==> config.mk <==
export PLATFORM = sky130hd
export DESIGN_NAME = ysyx_22041071_ifu_axi
export DESIGN_NICKNAME = d
export VERILOG_FILES = /design/src/rtl/ysyx_22041071_ifu_pkg.sv /design/src/rtl/ysyx_22041071_ifu_linebuf.sv /design/src/rtl/ysyx_22041071_ifu_axi.sv
export SDC_FILE = /design/constraint.sdc
export NUM_CORES = 1
export LEC_CHECK = 0
export CORE_ASPECT_RATIO = 2
export CORE_MARGIN = 8
export CORE_UTILIZATION = 51
export DETAILED_ROUTE_END_ITERATION = 8
export GPL_ROUTABILITY_DRIVEN = 0
export PLACE_DENSITY = 0.95
export SKIP_CTS_REPAIR_TIMING = 1
export SYNTH_ARGS = -nofsm -noshare
export SYNTH_HDL_FRONTEND = slang
export SYNTH_SLANG_ARGS = --single-unit
==> constraint.sdc <==
create_clock -name clk -period 7.2 [get_ports clk]
set_input_delay 1.8 -clock clk [delete_from_list [all_inputs] [get_ports clk]]
set_output_delay 1.8 -clock clk [all_outputs]
set_load 0.01 [all_outputs]
==> src/rtl/ysyx_22041071_ifu_pkg.sv <==
// Shared types and helpers for the AXI instruction-fetch unit.
// The optional line buffer is enabled by defining YSYX_22041071_IFU_LINEBUF_EN.
package ysyx_22041071_ifu_pkg;

    typedef logic [1:0] state_t;

    localparam state_t ST_IDLE  = 2'd0;
    localparam state_t ST_ADDR  = 2'd1;
    localparam state_t ST_DATA  = 2'd2;
    localparam state_t ST_DRAIN = 2'd3;

    localparam logic [1:0] RESP_OKAY = 2'b00;

    // AXI arsize encoding for a full-width beat: log2(bytes per beat).
    function automatic logic [2:0] size_enc(input int unsigned data_w);
        return 3'($clog2(data_w / 8));
    endfunction

    // Width of the lane selector; kept at least 1 so the port stays declarable.
    function automatic int unsigned lane_idx_w(input int unsigned data_w, input int unsigned ins_w);
        return (data_w > ins_w) ? $clog2(data_w / ins_w) : 1;
    endfunction

endpackage

==> src/rtl/ysyx_22041071_ifu_linebuf.sv <==
// One-entry fetch line buffer: holds the last OKAY beat and serves lanes from it
// while the PC stays inside that line (used under YSYX_22041071_IFU_LINEBUF_EN).
module ysyx_22041071_ifu_linebuf
    import ysyx_22041071_ifu_pkg::*;
#(
    parameter int ADDR_W = 64,
    parameter int DATA_W = 64,
    parameter int INS_W  = 32
) (
    input  logic              clk,
    input  logic              reset,
    input  logic              fill_en,
    input  logic [ADDR_W-1:0] fill_tag,
    input  logic [DATA_W-1:0] fill_data,
    input  logic              clear,
    input  logic [ADDR_W-1:0] lookup_pc,
    output logic              hit,
    output logic [INS_W-1:0]  lane
);

    localparam int OFF_W = $clog2(DATA_W / 8);
    localparam int IDX_W = lane_idx_w(DATA_W, INS_W);

    logic              vld_q, vld_d;
    logic [ADDR_W-1:0] tag_q, tag_d;
    logic [DATA_W-1:0] data_q, data_d;
    logic [IDX_W-1:0]  lane_idx;

    if (DATA_W > INS_W) begin : g_idx
        assign lane_idx = lookup_pc[OFF_W-1:OFF_W-IDX_W];
    end else begin : g_idx_single
        assign lane_idx = '0;
    end

    assign hit = vld_q && (tag_q == {lookup_pc[ADDR_W-1:OFF_W], {OFF_W{1'b0}}});

    always_comb begin
        vld_d  = vld_q;
        tag_d  = tag_q;
        data_d = data_q;
        if (clear) begin
            vld_d = 1'b0;
        end else if (fill_en) begin
            vld_d  = 1'b1;
            tag_d  = fill_tag;
            data_d = fill_data;
        end
        lane = data_q[INS_W-1:0];
        for (int i = 0; i < DATA_W / INS_W; i++) begin
            if (lane_idx == IDX_W'(i)) lane = data_q[i*INS_W +: INS_W];
        end
    end

    always_ff @(posedge clk) begin
        if (reset) vld_q <= 1'b0;
        else       vld_q <= vld_d;
    end

    // NOTE: tag and data are qualified by vld_q, so they are deliberately left out of reset.
    always_ff @(posedge clk) begin
        tag_q  <= tag_d;
        data_q <= data_d;
    end

endmodule

==> src/rtl/ysyx_22041071_ifu_axi.sv <==
// Instruction-fetch unit: single-beat AXI reads, lane extraction, redirect squashing.
// Define YSYX_22041071_IFU_LINEBUF_EN to add a one-entry line buffer.
module ysyx_22041071_ifu_axi
    import ysyx_22041071_ifu_pkg::*;
#(
    parameter int                ADDR_W   = 64,
    parameter int                DATA_W   = 64,
    parameter int                INS_W    = 32,
    parameter int                LEN_W    = 8,
    parameter logic [ADDR_W-1:0] RESET_PC = ADDR_W'(64'h8000_0000)
) (
    input  logic              clk,
    input  logic              reset,
    input  logic              redirect_valid,
    input  logic [ADDR_W-1:0] redirect_pc,
    input  logic              inv,
    output logic              out_valid,
    input  logic              out_ready,
    output logic [ADDR_W-1:0] out_pc,
    output logic [INS_W-1:0]  out_ins,
    output logic              out_err,
    output logic              ar_valid,
    input  logic              ar_ready,
    output logic [ADDR_W-1:0] ar_addr,
    output logic [LEN_W-1:0]  ar_len,
    output logic [2:0]        ar_size,
    input  logic              r_valid,
    output logic              r_ready,
    input  logic [DATA_W-1:0] r_data,
    input  logic [1:0]        r_resp,
    input  logic              r_last
);

    localparam int OFF_W = $clog2(DATA_W / 8);
    localparam int IDX_W = lane_idx_w(DATA_W, INS_W);

    state_t            state_q, state_d;
    logic [ADDR_W-1:0] pc_q, pc_d;
    logic [ADDR_W-1:0] ar_addr_q, ar_addr_d;
    logic              squash_q, squash_d;
    logic              out_valid_q, out_valid_d;
    logic [ADDR_W-1:0] out_pc_q, out_pc_d;
    logic [INS_W-1:0]  out_ins_q, out_ins_d;
    logic              out_err_q, out_err_d;

    logic              slot_free, beat, beat_err;
    logic [ADDR_W-1:0] pc_aligned, pc_seq, redirect_aligned;
    logic [IDX_W-1:0]  lane_idx;
    logic [INS_W-1:0]  r_lane, lb_lane;
    logic              lb_hit;
    logic              unused_ok;

    assign slot_free        = !out_valid_q || out_ready;
    assign pc_aligned       = {pc_q[ADDR_W-1:OFF_W], {OFF_W{1'b0}}};
    assign pc_seq           = pc_q + ADDR_W'(4);
    assign redirect_aligned = {redirect_pc[ADDR_W-1:2], 2'b00};

    assign ar_valid = (state_q == ST_ADDR);
    assign ar_addr  = ar_addr_q;
    assign ar_len   = '0;
    assign ar_size  = size_enc(DATA_W);
    assign r_ready  = (state_q == ST_DATA) ? slot_free : (state_q == ST_DRAIN);
    assign beat     = r_valid && r_ready;
    assign beat_err = (r_resp != RESP_OKAY);

    assign out_valid = out_valid_q;
    assign out_pc    = out_pc_q;
    assign out_ins   = out_ins_q;
    assign out_err   = out_err_q;

    assign unused_ok = ^{redirect_pc[1:0], r_last, inv};

    if (DATA_W > INS_W) begin : g_idx
        assign lane_idx = pc_q[OFF_W-1:OFF_W-IDX_W];
    end else begin : g_idx_single
        assign lane_idx = '0;
    end

    always_comb begin
        r_lane = r_data[INS_W-1:0];
        for (int i = 0; i < DATA_W / INS_W; i++) begin
            if (lane_idx == IDX_W'(i)) r_lane = r_data[i*INS_W +: INS_W];
        end
    end

`ifdef YSYX_22041071_IFU_LINEBUF_EN
    logic lb_fill, lb_clear, lb_match;

    // Only beats that actually reach decode may fill or clear the buffer.
    assign lb_fill  = (state_q == ST_DATA) && beat && !redirect_valid && !beat_err;
    assign lb_clear = inv || ((state_q == ST_DATA) && beat && !redirect_valid && beat_err);
    assign lb_hit   = lb_match && !inv;

    ysyx_22041071_ifu_linebuf #(
        .ADDR_W (ADDR_W),
        .DATA_W (DATA_W),
        .INS_W  (INS_W)
    ) u_linebuf (
        .clk       (clk),
        .reset     (reset),
        .fill_en   (lb_fill),
        .fill_tag  (ar_addr_q),
        .fill_data (r_data),
        .clear     (lb_clear),
        .lookup_pc (pc_q),
        .hit       (lb_match),
        .lane      (lb_lane)
    );
`else
    assign lb_hit  = 1'b0;
    assign lb_lane = '0;
`endif

    always_comb begin
        // NOTE: every _d gets a default first so no path through this block infers a latch.
        state_d     = state_q;
        pc_d        = pc_q;
        ar_addr_d   = ar_addr_q;
        squash_d    = squash_q;
        out_valid_d = out_valid_q && !out_ready;
        out_pc_d    = out_pc_q;
        out_ins_d   = out_ins_q;
        out_err_d   = out_err_q;

        case (state_q)
            ST_IDLE: begin
                if (!redirect_valid && slot_free) begin
                    if (lb_hit) begin
                        out_valid_d = 1'b1;
                        out_pc_d    = pc_q;
                        out_ins_d   = lb_lane;
                        out_err_d   = 1'b0;
                        pc_d        = pc_seq;
                    end else begin
                        state_d   = ST_ADDR;
                        ar_addr_d = pc_aligned;
                    end
                end
            end
            ST_ADDR: begin
                // The address cannot be withdrawn, so a redirect here is remembered until the handshake.
                if (ar_valid && ar_ready) begin
                    state_d  = (squash_q || redirect_valid) ? ST_DRAIN : ST_DATA;
                    squash_d = 1'b0;
                end else if (redirect_valid) begin
                    squash_d = 1'b1;
                end
            end
            ST_DATA: begin
                if (beat) begin
                    state_d = ST_IDLE;
                    if (!redirect_valid) begin
                        out_valid_d = 1'b1;
                        out_pc_d    = pc_q;
                        out_ins_d   = beat_err ? '0 : r_lane;
                        out_err_d   = beat_err;
                        pc_d        = pc_seq;
                    end
                end else if (redirect_valid) begin
                    state_d = ST_DRAIN;
                end
            end
            ST_DRAIN: begin
                if (r_valid) state_d = ST_IDLE;
            end
            default: state_d = ST_IDLE;
        endcase

        if (redirect_valid) begin
            pc_d        = redirect_aligned;
            out_valid_d = 1'b0;
        end
    end

    // NOTE: sequential state is only ever assigned with <= so all flops update together.
    always_ff @(posedge clk) begin
        if (reset) begin
            state_q     <= ST_IDLE;
            pc_q        <= RESET_PC;
            ar_addr_q   <= '0;
            squash_q    <= 1'b0;
            out_valid_q <= 1'b0;
            out_pc_q    <= '0;
            out_ins_q   <= '0;
            out_err_q   <= 1'b0;
        end else begin
            state_q     <= state_d;
            pc_q        <= pc_d;
            ar_addr_q   <= ar_addr_d;
            squash_q    <= squash_d;
            out_valid_q <= out_valid_d;
            out_pc_q    <= out_pc_d;
            out_ins_q   <= out_ins_d;
            out_err_q   <= out_err_d;
        end
    end

endmodule
# Yosys cells after proc, flatten, opt, wreduce, memory -nomap -nowiden
# Cells that the tools add are included.
# word_totals
regBits,226
word_cells,56
in_bits,138
# op_classes
addsub,1
n_mux,17
reduce_logical,21
bitwise_logic,1
n_eq_ne,7
# op_table
operator,n
2-to-1 mux 64 bit,3
"adder 64 x 3 -> 64 bit, second input constant",1
2-to-1 mux 32 bit,2
2-to-1 mux 2 bit,5
one-hot mux 2 bit (4 select lines),1
AND reduction 2 bit,4
nonzero test 2 bit,4
2-to-1 mux 1 bit,6
"equality test 2 bit, second input constant",2
logical AND 1 bit,4
"!= test 2 bit, second input constant",2
AND reduction 4 bit,1
logical NOT 1 bit,3
"!= test 3 bit, second input constant",1
AND reduction 3 bit,1
"equality test 2 x 1 -> 1 bit, second input constant",1
logical NOT 2 bit,1
logical OR 1 bit,2
"!= test 2 x 1 -> 1 bit, second input constant",1
OR reduction 2 bit,1
NOT 1 bit,1

# Longest topological paths before layout
# depth
ltp_word,7
ltp_mapped,8

# Worst setup path after synthesis
# No wires, ideal clock.
# synth_timing
path_type,input-to-output
from,input out_ready
to,output r_ready
setup_slack_ns,3.073
path_buffers,1
arrival_time_ns,2.327
required_ns,5.400
path_stages,4
cell_sequence,nand2b_1 > clkbuf_1 > nor2_1 > nor2_1
# synth_between
elab_chain_len,2
# synth_rtl
item,line,source
"start, declared",ysyx_22041071_ifu_axi.sv:18,"input logic out_ready,"
logical OR 1 bit,ysyx_22041071_ifu_axi.sv:53,assign slot_free = !out_valid_q || out_ready;
2-to-1 mux 1 bit,ysyx_22041071_ifu_axi.sv:62,assign r_ready = (state_q == ST_DATA) ? slot_free : (state_q == ST_DRAIN);
"end, declared",ysyx_22041071_ifu_axi.sv:28,"output logic r_ready,"
# No other way between the ends.

# Worst setup path after layout
# Ends and elaborated chain as after synthesis.

==> flow_summary.toml <==
[status]
outcome = "finished clean"

[worst_setup_path]
required_ns = 5.40
endpoint = "r_ready"
startpoint_type = "primary input"
startpoint = "out_ready"
worstRegToRegCells = 6
timing.rr.end = "pc_q[45]"
worstPathMaxFanout = 9
end_kind = "output pin"
critPathKind = "primary input to output pin"
rr_startpoint = "pc_q[2]"
r2r_setup_slack_ns = 3.86
crit_arrival_ns = 3.30

[cells_and_area]
area_delta_synth_final_pct = 34.7
finalNonFillerCells = 1781
most-common-layout-cells = "nand2_1 (342), clkdlybuf4s50_1 (290), dfxtp_1 (222)"
drive_above_1_share = 0.0587
final_core_util = 0.699
final_cell_area_um2 = 13500
nets = 1642
layout_commonest_cell = "nand2_1"
fill_cells = 1389

[timing]
drv_slew = 0
worst_pin_slew_ns = 1.12
finalSetupTns_ns = 0
rsz0062_at_grt = "no"
setup_slack_ns = 2.10
skew_ns = 0.0152
period_needed_ns = 5.10
relSlewSlack = 0.249
setup_violations = 0
final.period_utilization = 0.709
hold_violations = 0
clock.fmax_mhz = 196

[floorplan]
ios = 313
dieArea_um2 = 24700
fp-row-count = 72
core_area_um2 = 19400
initial_core_util = 0.519
die_w_um = 115
dieHeight_um = 215

[clock_tree]
h-tree-depth = 1
numCtsBuffers = 20
clock_sinks = 222
cts-root-buf = "clkbuf_16"
path_clk_slew_ns = 0.06
clockBufferDepth = 3
cts_tree = "done"
clk_latency_ns = 0.51

[grt]
grtUsageTotal = 0.285
overflow = 0
grt_start_max_net_pins = 125
antenna_found_initial = 7
grt_pass1_vias = 10526
grt_pass1_wl_um = 56300

[yosys]
synth_top_cell_area_share = 0.442
synth_area_leaders = "dfxtp_1 (44%), nand2_1 (13%), a21oi_1 (8.5%), mux2_2 (3.8%), clkbuf_1 (3.4%)"
synth-seq-cells = 222
yosysUniqueCellTypes = 59
yosysTopAreaCell = "dfxtp_1"
synth_edf_count = 0
syn_inst = 1290
synth-async-reset-ratio = 0
seq_area_frac_synth = 0.442
ys.flop_type = "dfxtp_1"
postSynthAreaPerCell_um2 = 7.79
yosys_warnings = 0
synth_area_um2 = 10100

[drt]
vias = 10570
routed_via_density = 5.93
antenna_left = 0
drcViolationCount = 0
drtPass1Iterations = 6
drt_wl_total_um = 36200
drt_iter0_markers = 758
routedWlPerCell_um = 20.3

[placement]
io_buffer_count = 292
place_inst = 1740
place_hpwl_um = 25200
dpl-instance-area_um2 = 12900
pre_cts_ws_ns = 2.10

[power]
powerDensity_nw_per_um2 = 199
p_leak_nw = 4.61
peakVddDrop_mv = 0.176

[worst_hold_path]
hold_class = "flip-flop to flip-flop"

[flow_run]
drv_cap = 0
-- power by group --
group | total [mW] | internal (mW) | leakage [nW] | switching (mW)
clock | 1.05 | 0.581 | 0.302 | 0.467
sequential | 1.34 | 1.27 | 1.81 | 0.0646
combinational | 0.307 | 0.153 | 2.50 | 0.154
total | 2.69 | 2.00 | 4.61 | 0.685
-- stage by stage --
step	total power, mW	hold slack [ns]
floorplan	1.51	0.466
global placement	1.65	0.438
detailed placement	1.66	0.444
CTS	2.70	0.451
global route	2.77	0.465
finish	2.69	0.452
-- final cells by class --
class	count	area (µm²)	share of cell area
diodes	7	17.5	0.00129
clock buffers	27	558	0.0412
clock inverters	7	65.1	0.00480
inverters	11	41.3	0.00305
multi-input cells	946	5090	0.376
flip-flops and latches	222	4440	0.328
well taps	259	324	0.0239
repair buffers	302	3010	0.222
-- cells in the mapped netlist (3+ instances only) --
cell type  count
and2_1         4
nand2b_1       3
buf_2          8
a211oi_1      19
inv_1         11
clkbuf_2       3
nand4_1       33
o211ai_1       9
a2111oi_0      6
mux2_2        34
or4_1         11
nor2_1        50
a21oi_1      170
xor2_1        14
or3_1          7
nor2b_1        6
o2111a_1       4
clkbuf_1      90
nor4b_1        6
xnor2_1        7
or2_2          3
o31ai_1        4
and3_1        18
buf_4         17
o21ai_0       10
nor4_1        31
a31oi_1        3
dfxtp_1      222
nand2_1      343
buf_1          6
mux2i_1       17
nand3_1       59
nor3_1        19
and4_1         8
a311oi_1       5
-- worst min-delay path by stage --
stage                           start          end  slack (ns)  depth (start not counted)
after floorplan              pc_q[59]  ar_addr[59]        0.47                          2
after global placement    out_ins[23]  out_ins[23]        0.44                          2
after detailed placement   out_ins[6]   out_ins[6]        0.44                          2
after CTS                  out_ins[6]   out_ins[6]        0.45                          2
after global routing       out_ins[6]   out_ins[6]        0.46                          2
final                      out_ins[6]   out_ins[6]        0.45                          2
-- per-layer routing --
layer	global-route usage	vias to the layer above	routed length [µm]
li1	-	4886	-
met1	0.299	4982	12600
met5	0	-	0
met3	0.0542	149	2640
met4	0.187	0	2280
met2	0.500	553	18700
-- critical path, cell delays in order --
cell	delay (ns)
clkdlybuf4s50_1	0.47
nand2b_1	0.30
nor2_1	0.07
nor2_1	0.09
clkdlybuf4s50_1	0.57
-- registers in the layout, indices dropped and copies added, names as in the netlist --
signal,cells
ar_addr,61
out_pc,62
squash_q,1
out_valid,1
pc_q,62
state_q,2
out_ins,32
out_err,1
-- cell families after synthesis --
group,count (synthesis),synth area share
AND/OR/NAND/NOR,610,0.279
AO/OA/AOI/OAI,247,0.144
flip-flops,222,0.442
buffers and inverters,136,0.0592
multiplexers,51,0.0550
XOR/XNOR,21,0.0183
other,2,0.000747
adder cells (fa/ha/maj),1,0.00124
No activity file was read; power rests on OpenSTA's default activity.
